[src/rtl/pulse_cmd_pkg.sv]
`default_nettype none
// ============================================================================
// Package  : pulse_cmd_pkg
// Shared pulse command word layout and opcodes (pulse_cmd_queue, pulse_gen).
// Revision : 1.0
// ============================================================================
package pulse_cmd_pkg;

  localparam int WORD_W = 32;
  localparam int BYTE_W = 8;

  typedef enum logic [7:0] {
    CMD_RESET_CLOCK = 8'd0,
    CMD_SEND_PULSE  = 8'd1,
    CMD_SET_PERIOD  = 8'd2
  } cmd_e;

  localparam int COMMAND_MSB = 31;
  localparam int COMMAND_LSB = 24;
  localparam int COARSE_MSB  = 23;
  localparam int COARSE_LSB  = 8;
  localparam int FINE_MSB    = 7;
  localparam int FINE_LSB    = 0;
  localparam int PERIOD_MSB  = 23;
  localparam int PERIOD_LSB  = 0;

endpackage
`default_nettype wire

[src/rtl/sync_fifo_fwft.sv]
`default_nettype none
// ============================================================================
// Module   : sync_fifo_fwft
// First-word-fall-through FIFO, ADDR_W+1 bit wrapping pointers.
// Revision : 1.0
// ============================================================================
module sync_fifo_fwft #(
  parameter int WIDTH  = 32,
  parameter int ADDR_W = 4
) (
  input  logic              clk,
  input  logic              rst,
  input  logic              clr,
  input  logic              wr_en,
  input  logic [WIDTH-1:0]  wr_data,
  input  logic              rd_en,
  output logic [WIDTH-1:0]  rd_data,
  output logic              empty,
  output logic              full,
  output logic [ADDR_W:0]   level
);

  localparam int DEPTH = 1 << ADDR_W;
  localparam logic [ADDR_W:0] c_full_level = {1'b1, {ADDR_W{1'b0}}};

  logic [WIDTH-1:0] r_mem [DEPTH];
  logic [ADDR_W:0]  r_wr_ptr;
  logic [ADDR_W:0]  r_rd_ptr;
  logic             w_rd_fire;

  assign level     = r_wr_ptr - r_rd_ptr;
  assign empty     = (r_wr_ptr == r_rd_ptr);
  assign full      = (level == c_full_level);
  assign rd_data   = r_mem[r_rd_ptr[ADDR_W-1:0]];
  assign w_rd_fire = rd_en && !empty;

  always_ff @(posedge clk or negedge rst) begin
    if (!rst) begin
      r_wr_ptr <= '0;
      r_rd_ptr <= '0;
    end else if (clr) begin
      r_wr_ptr <= '0;
      r_rd_ptr <= '0;
    end else begin
      if (wr_en)     r_wr_ptr <= r_wr_ptr + 1'b1;
      if (w_rd_fire) r_rd_ptr <= r_rd_ptr + 1'b1;
    end
  end

  // When full, a write alongside a pop lands in the slot being vacated.
  always_ff @(posedge clk) begin
    if (wr_en && !clr) r_mem[r_wr_ptr[ADDR_W-1:0]] <= wr_data;
  end

endmodule
`default_nettype wire

[src/rtl/pulse_cmd_queue.sv]
`default_nettype none
// ============================================================================
// Module   : pulse_cmd_queue
// Packs host bytes MSB-first into 32-bit pulse commands queued for pulse_gen.
// Revision : 1.0
// ============================================================================
module pulse_cmd_queue
  import pulse_cmd_pkg::*;
#(
  parameter int ADDR_W      = 4,
  parameter int TIMEOUT_CYC = 1000000
) (
  input  logic              clk,
  input  logic              rst,
  input  logic [7:0]        in_data,
  input  logic              in_valid,
  input  logic              flush,
  input  logic              err_clr,
  output logic              fifo_empty,
  output logic [31:0]       fifo_data,
  input  logic              fifo_read,
  output logic [ADDR_W:0]   level,
  output logic              overflow,
  output logic              frame_err
);

  localparam int c_cnt_w = $clog2(TIMEOUT_CYC + 1);
  localparam logic [c_cnt_w-1:0] c_cnt_last = c_cnt_w'(TIMEOUT_CYC - 1);

  logic [1:0]         r_byte_idx;
  logic [BYTE_W-1:0]  r_lane0;
  logic [BYTE_W-1:0]  r_lane1;
  logic [BYTE_W-1:0]  r_lane2;
  logic [c_cnt_w-1:0] r_idle_cnt;
  logic               r_overflow;
  logic               r_frame_err;

  logic               w_byte;
  logic               w_last_byte;
  logic               w_pop;
  logic               w_full;
  logic               w_accept;
  logic               w_wr_en;
  logic               w_drop;
  logic               w_timeout;
  logic [WORD_W-1:0]  w_word;

  assign w_byte      = in_valid && !flush;
  assign w_last_byte = w_byte && (r_byte_idx == 2'd3);
  assign w_pop       = fifo_read && !fifo_empty && !flush;
  assign w_accept    = !w_full || w_pop;
  assign w_wr_en     = w_last_byte && w_accept;
  assign w_drop      = w_last_byte && !w_accept;
  assign w_word      = {r_lane0, r_lane1, r_lane2, in_data};
  // The in_valid term keeps a byte landing on the deadline from being discarded.
  assign w_timeout   = !flush && !in_valid && (r_byte_idx != 2'd0) &&
                       (r_idle_cnt == c_cnt_last);

  always_ff @(posedge clk or negedge rst) begin
    if (!rst) begin
      r_byte_idx <= 2'd0;
      r_idle_cnt <= '0;
    end else if (flush || w_timeout) begin
      r_byte_idx <= 2'd0;
      r_idle_cnt <= '0;
    end else if (in_valid) begin
      r_byte_idx <= r_byte_idx + 2'd1;
      r_idle_cnt <= '0;
    end else if (r_byte_idx == 2'd0) begin
      r_idle_cnt <= '0;
    end else begin
      r_idle_cnt <= r_idle_cnt + 1'b1;
    end
  end

  always_ff @(posedge clk) begin
    if (w_byte) begin
      case (r_byte_idx)
        2'd0:    r_lane0 <= in_data;
        2'd1:    r_lane1 <= in_data;
        2'd2:    r_lane2 <= in_data;
        default: ;
      endcase
    end
  end

  always_ff @(posedge clk or negedge rst) begin
    if (!rst) begin
      r_overflow  <= 1'b0;
      r_frame_err <= 1'b0;
    end else begin
      if (w_drop)       r_overflow <= 1'b1;
      else if (err_clr) r_overflow <= 1'b0;
      if (w_timeout)    r_frame_err <= 1'b1;
      else if (err_clr) r_frame_err <= 1'b0;
    end
  end

  assign overflow  = r_overflow;
  assign frame_err = r_frame_err;

  sync_fifo_fwft #(
    .WIDTH  (WORD_W),
    .ADDR_W (ADDR_W)
  ) u_fifo (
    .clk     (clk),
    .rst     (rst),
    .clr     (flush),
    .wr_en   (w_wr_en),
    .wr_data (w_word),
    .rd_en   (w_pop),
    .rd_data (fifo_data),
    .empty   (fifo_empty),
    .full    (w_full),
    .level   (level)
  );

endmodule
`default_nettype wire

[config.mk]
export PLATFORM = sky130hd
export DESIGN_NAME = pulse_cmd_queue
export DESIGN_NICKNAME = d
export VERILOG_FILES = /design/src/rtl/pulse_cmd_pkg.sv /design/src/rtl/sync_fifo_fwft.sv /design/src/rtl/pulse_cmd_queue.sv
export SDC_FILE = /design/constraint.sdc
export NUM_CORES = 1
export LEC_CHECK = 0
export CORE_MARGIN = 4
export CORE_UTILIZATION = 40
export DETAILED_ROUTE_END_ITERATION = 12
export GPL_TIMING_DRIVEN = 1
export PLACE_DENSITY = 0.61
export SYNTH_ARGS = -nofsm -noshare
export SYNTH_HDL_FRONTEND = slang
export SYNTH_SLANG_ARGS = --single-unit
[constraint.sdc]
create_clock -name clk -period 6.2 [get_ports clk]
set_clock_uncertainty 0.15 [all_clocks]
set_input_delay 0.93 -clock clk [delete_from_list [all_inputs] [get_ports clk]]
set_output_delay 0.93 -clock clk [all_outputs]
set_load 0.02 [all_outputs]
==> reports/results.txt <==
status -> finished, final reports clean
main combinational cell family by area after synthesis -> multiplexers
Routed Antenna Nets -> 0
crit start category -> register
WHS -> 0.345 ns
Synth Area in Compound Gates -> 0.614%
Hold WC Path Type -> register to register
Pre-antenna DRT Iters -> 6
Pwr per Cell Area -> 299 nW/um^2
layout cell share with drive strength beyond 1 -> 24.2%
CTS tree -> yes
Final TNS setup -> 0 ns
Die H -> 243 um
Post-route DRC -> 0
Max-slew headroom -> 19.1%
# IOs -> 54
layout net count -> 1069
Leakage -> 7.67 nW
Max Cap Viol -> 0
Hold Fails Final Rpt -> 0
CTS resizes -> 0
final setup vio count -> 0
row count -> 85
gpl congestion -> 0.725
post-synthesis mux area share -> 16.6%
Die W -> 243 um
Slew @ Worst Pin -> 1.21 ns
commonest non-fill, non-tap cell in the layout -> edfxtp_1
H-tree depth -> 2
syn avg cell area -> 22.9 um^2
commonest non-fill, non-tap cells in the layout -> edfxtp_1 (536), mux4_2 (160), clkbuf_16 (56), clkdlybuf4s50_1 (53), nor2_1 (33)
number of global-route vias before repair -> 10345
setup bufs post-CTS -> 0
DRT Wirelength -> 45200 um
Post-CTS Hold Fix Bufs -> 0
Mapped Cells -> 961
area delta synth->final -> 13.4%
min cycle time layout -> 4.87 ns
core area -> 54100 um^2
M1 WL -> 19300 um
initial antenna violation count -> 0
Routed WL per cell -> 25.5 um
post-place instance area -> 23300 um^2
largest net degree at the start of global routing -> 88
number of I/O port buffers -> 53
Post-Synth Adder-Cell Area -> 0.887%
Max FO, Critical Path -> 37
Iter 0 DRT Violations -> 903
crit path DAT -> 3.79 ns
die area -> 58900 um^2
drt via density -> 5.51
Worst VDD drop -> 0.214 mV
max layer used -> met4
metal2 WL -> 22800 um
Clock Latency Late Sink -> 0.60 ns
RSZ-0062 raised after global routing -> no
Setup CP Type -> register to output pin
via count -> 9775
Root Driver -> clkbuf_16
GRT Overall Usage -> 15.6%
starting density of the core -> 40.7%
global-route wire length before repair -> 69000 um
Syn. warnings -> 0
FMAX -> 205 MHz
Detail Placement HPWL -> 23500 um
Seq/Total Area, Yosys -> 77.0%
Slew Limit Fails -> 0
Seq cells post-synth -> 570
async set-reset flop share out of synthesis -> 5.96%
Post-Synth XOR/XNOR Area -> 0.995%
Synth Area in Simple Gates -> 2.61%
CTS Buffer Depth -> 3
Yosys cell types -> 42
CTS buffer count -> 56
CP Capture Type -> output pin
Netlist Area Pre-Place -> 22000 um^2
syn_nets -> 990
Antenna Cells -> 0
met3 wire len -> 2200 um
clk sinks -> 570
Final period util -> 78.5%
Top FF cell, synth -> edfxtp_1
GR Overflow Total -> 0
fin area -> 25000 um^2
Post-synth EDFFs -> 536
CP Data Required Time -> 5.12 ns
clock-pin slew on the worst setup and hold paths -> 0.06 ns
## per-stage QoR
| stage | worst slack [ns] | std cells | util [%] | power [mW] |
|---|---|---|---|---|
| floorplan | 1.72 | 961 | - | 4.36 |
| CTS | 1.22 | 1774 | 46.1 | 7.55 |
| global route | 1.12 | 1774 | 46.1 | 7.72 |
| finish | 1.33 | 1774 | 46.1 | 7.47 |
| global placement | 1.74 | 1678 | 43.0 | 4.43 |
| detailed placement | 1.70 | 1678 | 43.0 | 4.43 |
## cell usage after synthesis, types with 2 or more instances
cell / count / area (um^2)
a21o_1: 2 / 15.0
a21oi_1: 4 / 20.0
and2_1: 5 / 31.3
and3_1: 19 / 119
buf_1: 4 / 15.0
buf_2: 7 / 35.0
buf_6: 11 / 124
clkbuf_1: 19 / 71.3
dfrtp_1: 34 / 851
edfxtp_1: 536 / 16100
ha_1: 14 / 175
inv_1: 14 / 52.6
mux2i_1: 3 / 30.0
mux4_2: 160 / 3600
nand2_1: 14 / 52.6
nand2b_1: 4 / 25.0
nand3_1: 8 / 40.0
nand4_1: 8 / 50.1
nor2_1: 33 / 124
nor2b_1: 2 / 12.5
nor3_1: 8 / 40.0
nor3_2: 3 / 30.0
nor4_1: 3 / 18.8
o21a_1: 3 / 22.5
o21ai_0: 3 / 15.0
xnor2_1: 15 / 131
xor2_1: 10 / 87.6
## registers in the layout (all words and copies together), names as in the netlist
signal	count
r_lane2	8
r_byte_idx	2
overflow	1
u_fifo.r_wr_ptr	5
u_fifo.r_rd_ptr	5
frame_err	1
r_lane1	8
u_fifo.r_mem	512
r_idle_cnt	20
r_lane0	8
## cells by family after synthesis
group / after synthesis
AO/OA/AOI/OAI: 20
buffers and inverters: 56
XOR/XNOR: 25
AND/OR/NAND/NOR: 111
multiplexers: 164
adder cells (fa/ha/maj): 15
flip-flops: 570
## power by group
part           switching, mW  internal, mW
clock network           1.36          1.77
logic                 0.0697        0.0546
registers             0.0229          4.20
## per-layer routing
layer / global-route usage [%] / vias to the layer above
met2: 25.8 / 225
met5: 0 / -
met3: 2.27 / 61
li1: - / 4177
met4: 4.06 / 0
met1: 22.0 / 5312
## critical path, stage by stage, from the launching register on
cell and delay (ns):
dfrtp_4 0.94, buf_4 0.50, mux4_2 0.60, mux4_2 0.52, clkdlybuf4s50_1 0.57
## layout make-up
cell class	instances	area (um^2)
repair buffers	62	623
clock buffers	68	1450
fillers	4421	29200
inverters	15	56.3
multi-input cells	335	4800
well taps	696	871
clock inverters	28	213
flip-flops and latches	570	17000
## worst paths after layout
path / startpoint / endpoint / slack (ns) / depth (start not counted)
worst min-delay path: r_idle_cnt[0]$_DFF_PN0_ / r_idle_cnt[0]$_DFF_PN0_ / 0.35 / 1
worst max-delay path: u_fifo.r_rd_ptr[0]$_DFFE_PN0P_ / fifo_data[30] / 1.33 / 4
worst min register to register: r_idle_cnt[0]$_DFF_PN0_ / r_idle_cnt[0]$_DFF_PN0_ / 0.35 / 1
max in group asynchronous: rst / u_fifo.r_rd_ptr[0]$_DFFE_PN0P_ / 4.94 / 2
min in group asynchronous: rst / r_idle_cnt[1]$_DFF_PN0_ / 0.60 / 2
worst max register to register: u_fifo.r_rd_ptr[1]$_DFFE_PN0P_ / u_fifo.r_mem[10][19]$_DFFE_PP_ / 1.81 / 7
No activity file was read; power rests on OpenSTA's default activity.
